[src/rtl/gate_seq.sv]
// gate_seq: evaluates a levelized netlist of 2-input gates, one gate per clock, into a net register file.
// Optional GATE_SEQ_XOR_EN: op 11 becomes XOR(a,b); without it op 11 is BUF(a).
module gate_seq #(
   parameter  int NUM_NETS  = 16,
   parameter  int NUM_GATES = 8,
   parameter  int PI_COUNT  = 4,
   localparam int NET_W     = $clog2(NUM_NETS),
   localparam int CNT_W     = $clog2(NUM_GATES + 1),
   localparam int PA_W      = (NUM_GATES > 1) ? $clog2(NUM_GATES) : 1,
   localparam int PD_W      = 2 + 3 * NET_W
) (
   input  logic                clk,
   input  logic                rst_n,
   input  logic                prog_we,
   input  logic [PA_W-1:0]     prog_addr,
   input  logic [PD_W-1:0]     prog_data,
   input  logic [CNT_W-1:0]    gate_cnt,
   input  logic [PI_COUNT-1:0] pi,
   input  logic                start,
   output logic                busy,
   output logic                done,
   output logic                err,
   input  logic [NET_W-1:0]    rd_addr,
   output logic                rd_data
);

   typedef struct packed {
      logic [1:0]       op;
      logic [NET_W-1:0] y;
      logic [NET_W-1:0] a;
      logic [NET_W-1:0] b;
   } gate_t;

   typedef enum logic [1:0] {S_IDLE, S_LOAD, S_EVAL, S_DONE} state_t;

   localparam logic [NET_W-1:0] FIRST_INT = NET_W'(PI_COUNT + 2);
   localparam logic [CNT_W-1:0] MAX_CNT   = CNT_W'(NUM_GATES);
   localparam logic [PA_W:0]    SLOTS     = (PA_W + 1)'(NUM_GATES);

   state_t               state_q, state_d;
   logic [CNT_W-1:0]     cnt_q, cnt_d;
   logic [CNT_W-1:0]     g_q, g_d;
   logic [NUM_NETS-1:0]  nets_q, nets_d;
   gate_t                prog_q [NUM_GATES];
   gate_t                prog_d [NUM_GATES];
   logic                 err_q, err_d;
   logic                 busy_q, busy_d;
   logic                 done_q, done_d;
   logic                 rd_q, rd_d;

   gate_t                gate;
   logic                 va, vb, res;

   always_comb begin
      state_d = state_q;
      cnt_d   = cnt_q;
      g_d     = g_q;
      nets_d  = nets_q;
      prog_d  = prog_q;
      err_d   = err_q;
      rd_d    = nets_q[rd_addr];

      gate = prog_q[g_q[PA_W-1:0]];
      va   = nets_q[gate.a];
      vb   = nets_q[gate.b];
      case (gate.op)
         2'b00:   res = va & vb;
         2'b01:   res = va | vb;
         2'b10:   res = ~va;
         default: begin
`ifdef GATE_SEQ_XOR_EN
            res = va ^ vb;
`else
            res = va;
`endif
         end
      endcase

      // Program memory only changes outside LOAD/EVAL so a run sees a stable program.
      if (prog_we) begin
         if (state_q == S_LOAD || state_q == S_EVAL)
            err_d = 1'b1;
         else if ({1'b0, prog_addr} < SLOTS)
            prog_d[prog_addr] = gate_t'(prog_data);
      end

      case (state_q)
         S_IDLE: begin
            if (start) begin
               g_d     = '0;
               state_d = S_LOAD;
               if (gate_cnt > MAX_CNT) begin
                  cnt_d = MAX_CNT;
                  err_d = 1'b1;
               end else begin
                  cnt_d = gate_cnt;
               end
            end
         end
         S_LOAD: begin
            nets_d                 = '0;
            nets_d[1]              = 1'b1;
            nets_d[PI_COUNT+1:2]   = pi;
            state_d = (cnt_q != '0) ? S_EVAL : S_DONE;
         end
         S_EVAL: begin
            // Constants and primary inputs are read-only to the program.
            if (gate.y < FIRST_INT)
               err_d = 1'b1;
            else
               nets_d[gate.y] = res;
            g_d = g_q + CNT_W'(1);
            if (g_d == cnt_q)
               state_d = S_DONE;
         end
         S_DONE:  state_d = S_IDLE;
         default: state_d = S_IDLE;
      endcase

      busy_d = (state_d == S_LOAD) || (state_d == S_EVAL);
      done_d = (state_d == S_DONE);
   end

   always_ff @(posedge clk or negedge rst_n) begin
      if (!rst_n) begin
         state_q <= S_IDLE;
         cnt_q   <= '0;
         g_q     <= '0;
         nets_q  <= NUM_NETS'(2);
         for (int i = 0; i < NUM_GATES; i++)
            prog_q[i] <= '0;
         err_q   <= 1'b0;
         busy_q  <= 1'b0;
         done_q  <= 1'b0;
         rd_q    <= 1'b0;
      end else begin
         state_q <= state_d;
         cnt_q   <= cnt_d;
         g_q     <= g_d;
         nets_q  <= nets_d;
         prog_q  <= prog_d;
         err_q   <= err_d;
         busy_q  <= busy_d;
         done_q  <= done_d;
         rd_q    <= rd_d;
      end
   end

   assign busy    = busy_q;
   assign done    = done_q;
   assign err     = err_q;
   assign rd_data = rd_q;

endmodule

[config.mk]
export PLATFORM = sky130hd
export DESIGN_NAME = gate_seq
export DESIGN_NICKNAME = d
export VERILOG_FILES = /design/src/rtl/gate_seq.sv
export SDC_FILE = /design/constraint.sdc
export NUM_CORES = 1
export LEC_CHECK = 0
export BUFFER_PORTS_ARGS = -buffer_cell sky130_fd_sc_hd__buf_2
export CORE_MARGIN = 2
export CORE_UTILIZATION = 40
export DETAILED_ROUTE_END_ITERATION = 10
export SYNTH_ARGS = -nofsm -noshare
export SYNTH_HDL_FRONTEND = slang
export SYNTH_SLANG_ARGS = --single-unit
[constraint.sdc]
create_clock -name clk -period 5.96 [get_ports clk]
set_input_delay 0.298 -clock clk [delete_from_list [all_inputs] [get_ports clk]]
set_output_delay 0.298 -clock clk [all_outputs]
set_load 0.02 [all_outputs]
==> key figures, run 1 <==
Run status
  – Status: finished, violations left
  – Violated checks: hold timing

Clocking
  – CTS resizes: 0
  – CTS tree: done
  – Reg clk slew, reported paths: 0.06 ns
  – Worst skew pair latency: 0.42 ns
  – Total clock buffers created by CTS: 17
  – Cts hold-fix bufs: 0
  – Clock buffer depth: 2
  – Max H-tree Level: 4
  – Root buffer cell: clkbuf_16
  – Clock sinks: 142
  – Post-CTS Setup Bufs: 0

STA
  – RSZ-0062 raised after global routing: no
  – Final min period: 3.64 ns
  – Slew HR: 0.223
  – Measured slew at the worst slew-check pin: 1.16 ns
  – Setup violators final: 0
  – TNS Setup: 0 ns
  – Fmax: 275 MHz
  – Final period utilization: 0.610
  – Endpoints failing hold: 40
  – Clock skew: 0.00638 ns
  – Final Max Slew Viols: 0
  – Worst hold slack: -0.0234 ns

Synthesis
  – Synthesized area per cell: 13.7 sq um
  – Async SR Flop Fraction: 1.00
  – Synth Flop Type: dfrtp_1
  – Post-synth cell types: 43
  – Post-Syn Area: 6920 sq um
  – Number of synthesized flops with an enable pin: 0
  – Synth area leader: dfrtp_1
  – Post-synth net total: 542
  – Seq/Total Area, Yosys: 0.513
  – Top cells by area, synth: dfrtp_1 (51%), mux2_2 (19%), mux4_2 (10%), mux2i_1 (3.3%), nand2_1 (1.9%)
  – Synth top area share: 0.510
  – Synth Warn #: 0
  – Synthesized instance count: 504
  – FF+latch count, synth: 142

Setup path
  – Worst setup SP type: flip-flop
  – Peak fanout along the critical path: 20
  – Worst EP arrival: 3.92 ns
  – Reg2Reg Setup Slack: 2.32 ns
  – CP required: 6.24 ns
  – R2R Path End: nets_q[12]
  – Worst setup path class: reg2reg
  – Worst r2r src: g_q[0]
  – R2R cell count: 9
  – Worst-path cell chain: buf_4, mux4_2, mux2i_4, mux2i_1, a22oi_1, a21oi_1, o21ai_1, a211oi_4, o32ai_1
  – Worst path max stage delay: 0.62 ns
  – Critical path's slowest cell: dfrtp_2
  – Worst setup EP type: flip-flop

Run
  – Maxcap violations: 0

Global route
  – Remaining Overflow, GRT: 0
  – Largest net degree at the start of global routing: 96
  – Vias in the first global route: 4,505
  – Initial antenna violation count: 0
  – First-pass GRT wire length: 24,800 microns
  – GRT Total Usage: 0.179

Route
  – Via total after detailed routing: 4,272
  – Post-route DRC: 0
  – Vias/cell: 5.47
  – WL/cell: 19.6 microns
  – DRT iter0 DRCs: 271
  – Final WL: 15,300 microns
  – ANT nets after route: 0
  – DR pass1 iterations: 4

Pwr
  – Peak VDD IR: 0.000226 V
  – Pwr dens: 561 nW/um^2
  – Pleak: 0.00343 uW

Layout
  – Post-layout nets: 581
  – Most frequent cells in the layout: dfrtp_1 (140), mux2_2 (118), nand2_1 (35), buf_2 (35), mux4_2 (32)
  – Final instance area: 7920 sq um
  – Area delta synth->final: 14.4%
  – Non-Filler Instances: 781
  – Final core occ: 0.463
  – Commonest non-fill, non-tap cell in the layout: dfrtp_1
  – # diodes: 0
  – Share of layout cells above drive strength 1: 0.421

Die
  – # rows: 48
  – Initial core utilization: 0.404
  – Die area: 18,400 sq um
  – Core area: 17,100 sq um
  – Die width: 136 microns
  – Die Ht: 136 microns
  – # IOs: 37

Placement
  – Detail Placement HPWL: 9860 microns
  – Gpl congestion: 0.806
  – I/O Buffers: 36
  – DP Cell Count: 749
  – Area after DPL: 7350 sq um

Min path
  – Type of the most critical hold path: in2async
[cells in the mapped netlist, types with 2 or more instances]
cell type,count
buf_2,4
ha_1,5
o21ai_1,10
nand3_1,8
mux4_2,32
nand4_1,2
a22oi_1,6
buf_4,2
nor3_1,4
nand3b_1,3
mux2i_1,23
and2_1,2
mux2i_4,2
o21ai_0,16
xnor2_1,4
or2_2,2
dfrtp_1,141
inv_1,6
mux2_2,118
nor2b_1,5
o32ai_1,2
nand2b_1,6
nor2_1,22
nor3b_1,4
xor2_1,2
clkbuf_1,13
o211ai_1,3
a21oi_1,8
nand2_1,35
[metrics by stage]
| stage | power [uW] | worst slack (ns) |
|---|---|---|
| 3_3_place_gp | 3370 | 2.50 |
| 5_1_grt | 4720 | 2.05 |
| 4_1_cts | 4470 | 2.31 |
| 6_report | 4440 | 2.32 |
| 2_1_floorplan | 3010 | 3.32 |
| 3_5_place_dp | 3450 | 2.31 |
[layer usage]
layer / share of wire / global-route usage
met4: 0.012 / 0.0573
met2: 0.50 / 0.300
met5: 0 / 0
met3: 0.025 / 0.0340
met1: 0.46 / 0.235
[critical path, delay by kind of cell (launching register included)]
family                 cells  cell delay (ns)
muxes                      3             1.28
buffers and inverters      1             0.46
AOI/OAI and AO/OA          5             1.12
DFF                        1             0.62
[worst max path at each step]
stage / cells past startpoint / endpoint / startpoint
floorplan: 11 / nets_q[8] / g_q[0]
global placement: 9 / nets_q[12] / g_q[0]
detailed placement: 9 / nets_q[6] / g_q[0]
CTS: 9 / nets_q[12] / g_q[0]
global route: 9 / nets_q[6] / g_q[0]
finish: 9 / nets_q[12] / g_q[0]
[cells by family (layout without fill, tap and decap cells)]
family	Yosys count	in the layout	synth area share
XOR/XNOR	6	6	0.00759
flip-flops	142	142	0.513
AO/OA/AOI/OAI	52	52	0.0475
buffers and inverters	28	80	0.0181
AND/OR/NAND/NOR	95	95	0.0647
adder cells (fa/ha/maj)	5	5	0.00904
multiplexers	176	176	0.340
[flip-flops by register name (all words and copies together) (netlist names)]
register	count
done	1
prog_q	112
nets_q	16
err	1
busy	1
rd_data	1
state_q	2
g_q	4
cnt_q	4
[where the power goes]
part | leakage, uW | internal, uW | switching [uW]
clock network | 0.000275 | 596 | 413
logic | 0.00140 | 910 | 847
registers | 0.00176 | 1400 | 277
total | 0.00343 | 2900 | 1540
[layout make-up]
type	instances	area [sq um]
Fill cell	1474	9190
Tap cell	225	282
Clock buffer	19	453
Clock inverter	13	116
Sequential cell	142	3560
Inverter	7	26.3
Timing Repair Buffer	41	224
Multi-Input combinational cell	334	3270
Note: power is estimated with default switching activity, not from simulation.
==> run 2: changes to the inputs <==
==> constraint.sdc (replaced) <==
create_clock -name clk -period 3.3 [get_ports clk]
set_input_delay 0.165 -clock clk [delete_from_list [all_inputs] [get_ports clk]]
set_output_delay 0.165 -clock clk [all_outputs]
set_load 0.02 [all_outputs]
==> run 2 against run 1 <==
Effect of this change:
- power up 86%
- largest power group unchanged
- sequential power up 78%
- setup slack worse by 2.1 ns
- cell count up 2.3%
- critical path type unchanged
- die area unchanged
- the run now ends clean
- highest routed layer unchanged
==> key figures, run 2 (synthesized netlist as in run 1, its figures left out) <==
Run
  – Maxcap violations: 0 (unchanged)

Layout
  – Sequential Area: 3560 sq um (unchanged)
  – Final core occ: 0.475 (+0.0120)
  – Biggest register: prog_q
  – Area occupied by multi-input gates: 3250 sq um (-0.38%)
  – Non-Filler Instances: 799 (+2.3%)
  – Most frequent cells in the layout: dfrtp_1 (140), mux2_2 (118), nand2_1 (35), buf_2 (35), mux4_2 (32)
  – # diodes: 0 (unchanged)
  – Area delta synth->final: 17.4%
  – Filler Cells Inserted: 1,502 (+1.9%)
  – Share of layout cells above drive strength 1: 0.425 (+0.00422)
  – Largest regs: prog_q x112, nets_q x16
  – Largest register FFs: 112 (unchanged)
  – Commonest non-fill, non-tap cell in the layout: dfrtp_1
  – Post-layout nets: 599 (+3.1%)

Clocking
  – Root buffer cell: clkbuf_16
  – Worst skew pair latency: 0.42 ns (about the same)
  – CTS tree: done
  – Reg clk slew, reported paths: 0.06 ns (about the same)
  – CTS resizes: 0 (unchanged)
  – Cts hold-fix bufs: 6 (+6)
  – Max H-tree Level: 4 (unchanged)
  – Post-CTS Setup Bufs: 0 (unchanged)
  – Total clock buffers created by CTS: 17 (unchanged)
  – Clock sinks: 142 (unchanged)
  – Clock buffer depth: 2 (unchanged)

Placement
  – I/O Buffers: 36 (unchanged)
  – Gpl congestion: 0.785 (-2.6%)
  – Detail Placement HPWL: 10,500 microns (+6.4%)
  – DP Cell Count: 761 (+1.6%)

STA
  – Endpoints failing hold: 0 (-100%)
  – TNS Setup: 0 ns (unchanged)
  – RSZ-0062 raised after global routing: no
  – Final min period: 3.05 ns (-0.591 ns)
  – Final Max Slew Viols: 0 (unchanged)
  – Measured slew at the worst slew-check pin: 0.855 ns (-0.307 ns)
  – Fmax: 328 MHz (+19%)
  – Clock skew: 0.00758 ns (+0.00120 ns)
  – Slew HR: 0.429 (+0.206)
  – Final period utilization: 0.923 (+0.313)
  – Setup violators final: 0 (unchanged)
  – Worst hold slack: 0.0190 ns (+0.0424 ns)

Die
  – Die Ht: 136 microns (unchanged)
  – # rows: 48 (unchanged)
  – Die area: 18,400 sq um (unchanged)
  – Core area: 17,100 sq um (unchanged)
  – Die width: 136 microns (unchanged)
  – # IOs: 37 (unchanged)
  – Initial core utilization: 0.404 (unchanged)

Pwr
  – Clk pwr share: 0.246 (+0.019)
  – Pwr dens: 1020 nW/um^2 (+81%)
  – Peak VDD IR: 0.000435 V (+92%)
  – Combinational share of power: 0.392 (-0.004)
  – Sw power: 2750 uW (+79%)
  – Sw frac: 0.333 (-0.0127)
  – Flop pwr share: 0.362 (-0.015)
  – Pleak: 0.00353 uW (+3.1%)
  – Pint: 5500 uW (+89%)

Route
  – Post-route DRC: 0 (unchanged)
  – WL/cell: 19.3 microns (-1.1%)
  – DRT iter0 DRCs: 305 (+13%)
  – Vias/cell: 5.37 (-1.8%)
  – Via total after detailed routing: 4,293 (+0.49%)
  – Final WL: 15,500 microns (+1.2%)
  – DR pass1 iterations: 4 (unchanged)
  – ANT nets after route: 0 (unchanged)

Run status
  – Status: completed

Global route
  – First-pass GRT wire length: 25,000 microns (+0.73%)
  – Largest net degree at the start of global routing: 81 (-16%)
  – GRT Total Usage: 0.180 (+0.000913)
  – Remaining Overflow, GRT: 0 (unchanged)
  – Vias in the first global route: 4,572 (+1.5%)
  – Initial antenna violation count: 0 (unchanged)

Min path
  – Worst hold stages: 3
  – Hold Path End: cnt_q[2]
  – Worst hold start: gate_cnt[2]
  – Type of the most critical hold path: in2reg

Setup path
  – Peak fanout along the critical path: 14 (-30%)
  – Worst setup SP type: flip-flop
  – CP startpoint: g_q[0]
  – Worst EP arrival: 3.32 ns (-0.60 ns)
  – Worst r2r src: g_q[0]
  – Worst setup EP type: flip-flop
  – R2R Path End: nets_q[15]
  – Worst setup path class: reg2reg
  – Reg2Reg Setup Slack: 0.25 ns (-2.07 ns)
  – CP required: 3.57 ns (-2.67 ns)
  – R2R cell count: 9 (unchanged)
-- run 2: worst max-delay path by stage --
stage,slack [ns],cells past startpoint,to
3_5_place_dp,0.26,9,nets_q[12]
2_1_floorplan,0.66,11,nets_q[8]
4_1_cts,0.24,9,nets_q[12]
3_3_place_gp,0.36,9,nets_q[12]
6_report,0.25,9,nets_q[15]
5_1_grt,0.007,9,nets_q[14]
-- run 2: worst max-delay path, stage by stage, from the launching register on --
cell,delay (ns)
dfrtp_2,0.43
buf_4,0.33
mux4_2,0.57
mux2_2,0.29
nor2_1,0.15
a22oi_1,0.10
a21boi_1,0.26
o21ai_1,0.14
a211oi_4,0.48
o21ai_1,0.16
-- run 2: cell type report --
cell class,count,share of cell area
Sequential cell,142,0.437
Clock inverter,11,0.0202
Tap cell,225,0.0346
Multi-Input combinational cell,334,0.400
Inverter,7,0.00323
Timing Repair Buffer,59,0.0476
Clock buffer,21,0.0567
-- run 2: metal layers --
| layer | part of all wire | up-vias | track usage |
|---|---|---|---|
| met5 | 0 | - | 0 |
| met4 | 0.014 | 0 | 0.0613 |
| met3 | 0.024 | 19 | 0.0367 |
| met2 | 0.49 | 59 | 0.289 |
| met1 | 0.47 | 2232 | 0.244 |
| li1 | - | 1983 | - |
-- run 2: power groups by stage --
stage                     clock network, uW  registers (uW)  logic (uW)
after CTS                              2060            2990        3260
after detailed placement                  0            3010        3240
after floorplan                           0            2840        2600
after global placement                    0            2980        3140
after global routing                   2140            3090        3530
final                                  2030            2990        3240
-- run 2: per-stage QoR --
stage	area [sq um]	total power [uW]	worst slack [ns]
finish	8130	8260	0.255
global route	8130	8760	0.00718
CTS	8130	8310	0.243
detailed placement	7440	6250	0.263
global placement	7440	6110	0.361
floorplan	6920	5430	0.665
==> run 3: changes to the inputs <==
==> constraint.sdc (replaced) <==
create_clock -name clk -period 3.3 [get_ports clk]
set_input_delay 0.33 -clock clk [delete_from_list [all_inputs] [get_ports clk]]
set_output_delay 0.33 -clock clk [all_outputs]
set_load 0.005 [all_outputs]
==> run 3 against run 2 <==
Effect of this change:
- critical path type unchanged
- global-route usage up 0.54 points
- sequential power about the same
- sequential cell count unchanged
- utilization fell by 0.080 points
- cell count decreased by 0.63%
- via count up 1.5%
- clock skew shrank 0.0022 ns
- count of clock-buffer cells in the layout is 2 lower
- sequential share of layout area rose by 0.074 points
- hold slack better by 0.12 ns
- setup slack improved by 0.049 ns
==> key figures, run 3 (synthesized netlist as in run 1, its figures left out) <==
Run status
  – Status: completed

Die
  – Core area: 17,100 sq um (unchanged)
  – Initial core utilization: 0.404 (unchanged)
  – # IOs: 37 (unchanged)
  – Die width: 136 microns (unchanged)
  – # rows: 48 (unchanged)
  – Die area: 18,400 sq um (unchanged)
  – Die Ht: 136 microns (unchanged)

STA
  – Fmax: 334 MHz (+1.6%)
  – Final period utilization: 0.908 (-0.0149)
  – Final Max Slew Viols: 0 (unchanged)
  – Measured slew at the worst slew-check pin: 0.856 ns (+0.00159 ns)
  – RSZ-0062 raised after global routing: no
  – Setup violators final: 0 (unchanged)
  – Clock skew: 0.00538 ns (-0.00220 ns)
  – Final min period: 3.00 ns (-0.0490 ns)
  – Slew HR: 0.428 (-0.00106)
  – Endpoints failing hold: 0 (unchanged)
  – TNS Setup: 0 ns (unchanged)

Layout
  – Largest register FFs: 112 (unchanged)
  – Biggest register: prog_q
  – Post-layout nets: 595 (-0.67%)
  – Largest regs: prog_q x112, nets_q x16
  – Final core occ: 0.474 (-0.000804)
  – Filler Cells Inserted: 1,498 (-0.27%)
  – Most frequent cells in the layout: dfrtp_1 (140), mux2_2 (118), nand2_1 (35), buf_2 (35), mux4_2 (32)
  – Share of layout cells above drive strength 1: 0.431 (+0.00549)
  – Commonest non-fill, non-tap cell in the layout: dfrtp_1
  – Area delta synth->final: 17.2%
  – Area occupied by multi-input gates: 3250 sq um (unchanged)
  – Sequential Area: 3560 sq um (unchanged)
  – # diodes: 0 (unchanged)

Pwr
  – Pwr dens: 1030 nW/um^2 (+1.6%)
  – Pint: 5570 uW (+1.1%)
  – Peak VDD IR: 0.000453 V (+4.1%)
  – Flop pwr share: 0.359 (-0.003)
  – Pleak: 0.00353 uW (-0.20%)
  – Clk pwr share: 0.253 (+0.007)
  – Combinational share of power: 0.389 (-0.003)
  – Sw frac: 0.335 (+0.00170)
  – Sw power: 2800 uW (+1.9%)

Clocking
  – CTS tree: done
  – Total clock buffers created by CTS: 17 (unchanged)
  – Reg clk slew, reported paths: 0.06 ns (about the same)
  – Post-CTS Setup Bufs: 0 (unchanged)
  – Worst skew pair latency: 0.42 ns (about the same)
  – Clock sinks: 142 (unchanged)
  – Root buffer cell: clkbuf_16
  – Clock buffer depth: 2 (unchanged)
  – Max H-tree Level: 4 (unchanged)

Setup path
  – Worst setup path class: reg2reg
  – Worst path max stage delay: 0.54 ns (-0.03 ns)
  – Worst EP arrival: 3.28 ns (-0.04 ns)
  – CP required: 3.58 ns (about the same)
  – Worst-path cell chain: buf_4, mux4_2, mux2_2, nor2_1, a22oi_1, a21oi_1, o21ai_1, a211oi_4, o32ai_1
  – Worst setup SP type: flip-flop
  – Peak fanout along the critical path: 10 (-4)
  – Worst setup EP type: flip-flop
  – Critical path's slowest cell: mux4_2

Min path
  – Type of the most critical hold path: in2reg

Route
  – WL/cell: 20.1 microns (+3.9%)
  – Final WL: 16,000 microns (+3.3%)
  – Via total after detailed routing: 4,358 (+1.5%)
  – Post-route DRC: 0 (unchanged)
  – Vias/cell: 5.49 (+2.2%)
  – ANT nets after route: 0 (unchanged)
  – DRT iter0 DRCs: 330 (+8.2%)
  – DR pass1 iterations: 4 (unchanged)

Global route
  – Initial antenna violation count: 0 (unchanged)
  – Remaining Overflow, GRT: 0 (unchanged)
  – GRT Total Usage: 0.185 (+0.00543)
  – First-pass GRT wire length: 25,300 microns (+1.3%)
  – Vias in the first global route: 4,572 (unchanged)
  – Largest net degree at the start of global routing: 86 (+6.2%)

Placement
  – Detail Placement HPWL: 10,900 microns (+3.6%)
  – I/O Buffers: 36 (unchanged)
  – Gpl congestion: 0.766 (-2.4%)

Run
  – Maxcap violations: 0 (unchanged)
## run 3: per-layer routing
layer	GRT usage	up-vias	wire [microns]
li1	-	1976	-
met1	0.239	2274	7050
met2	0.310	86	8190
met3	0.0389	22	471
met4	0.0648	0	249
met5	0	-	0
## run 3: path summary, 6_finish.rpt
path,startpoint,end,slack [ns],cells after the start
setup / recovery,g_q[0],nets_q[12],0.30,9
hold / removal,pi[0],nets_q[2],0.14,2
setup reg to reg,g_q[0],nets_q[12],0.30,9
hold reg to reg,prog_q[23],prog_q[23],0.50,1
max in group asynchronous,rst_n,prog_q[40],1.94,3
min in group asynchronous,rst_n,nets_q[4],0.53,2
## run 3: what timing repair did
action,in CTS,in global routing
hold buffers,1,0
hold endpoints to repair,8,0
gates resized for setup,0,0
## run 3: power by group through the flow
stage	Sequential [uW]	Clock, uW	Combinational (uW)
after global routing	3100	2230	3560
after CTS	3000	2150	3270
final	3000	2110	3250
after global placement	2970	0	3120
after floorplan	2820	0	2600
after detailed placement	3020	0	3250
## run 3: area by class of cell
class	count	area share
flip-flops and latches	142	0.438
repair buffers	55	0.0424
clock inverters	12	0.0259
well taps	225	0.0347
inverters	7	0.00324
multi-input cells	334	0.401
clock buffers	19	0.0546
## run 3: worst max-delay path, delay by kind of cell, from the launching register on
| kind | cells | cell delay [ns] |
|---|---|---|
| AOI/OAI and AO/OA | 5 | 1.16 |
| muxes | 2 | 0.83 |
| DFF | 1 | 0.45 |
| buffers and inverters | 1 | 0.26 |
| and+or+nand+nor | 1 | 0.17 |
## run 3: stage by stage
step	hold slack, ns	area [sq um]	setup WS (ns)	power, uW	cells
detailed placement	0.455	7450	0.326	6270	762
finish	0.141	8110	0.304	8370	794
floorplan	0.0344	6920	0.665	5420	504
global route	0.138	8110	0.0606	8880	794
global placement	0.424	7450	0.436	6100	762
CTS	0.132	8110	0.295	8420	794
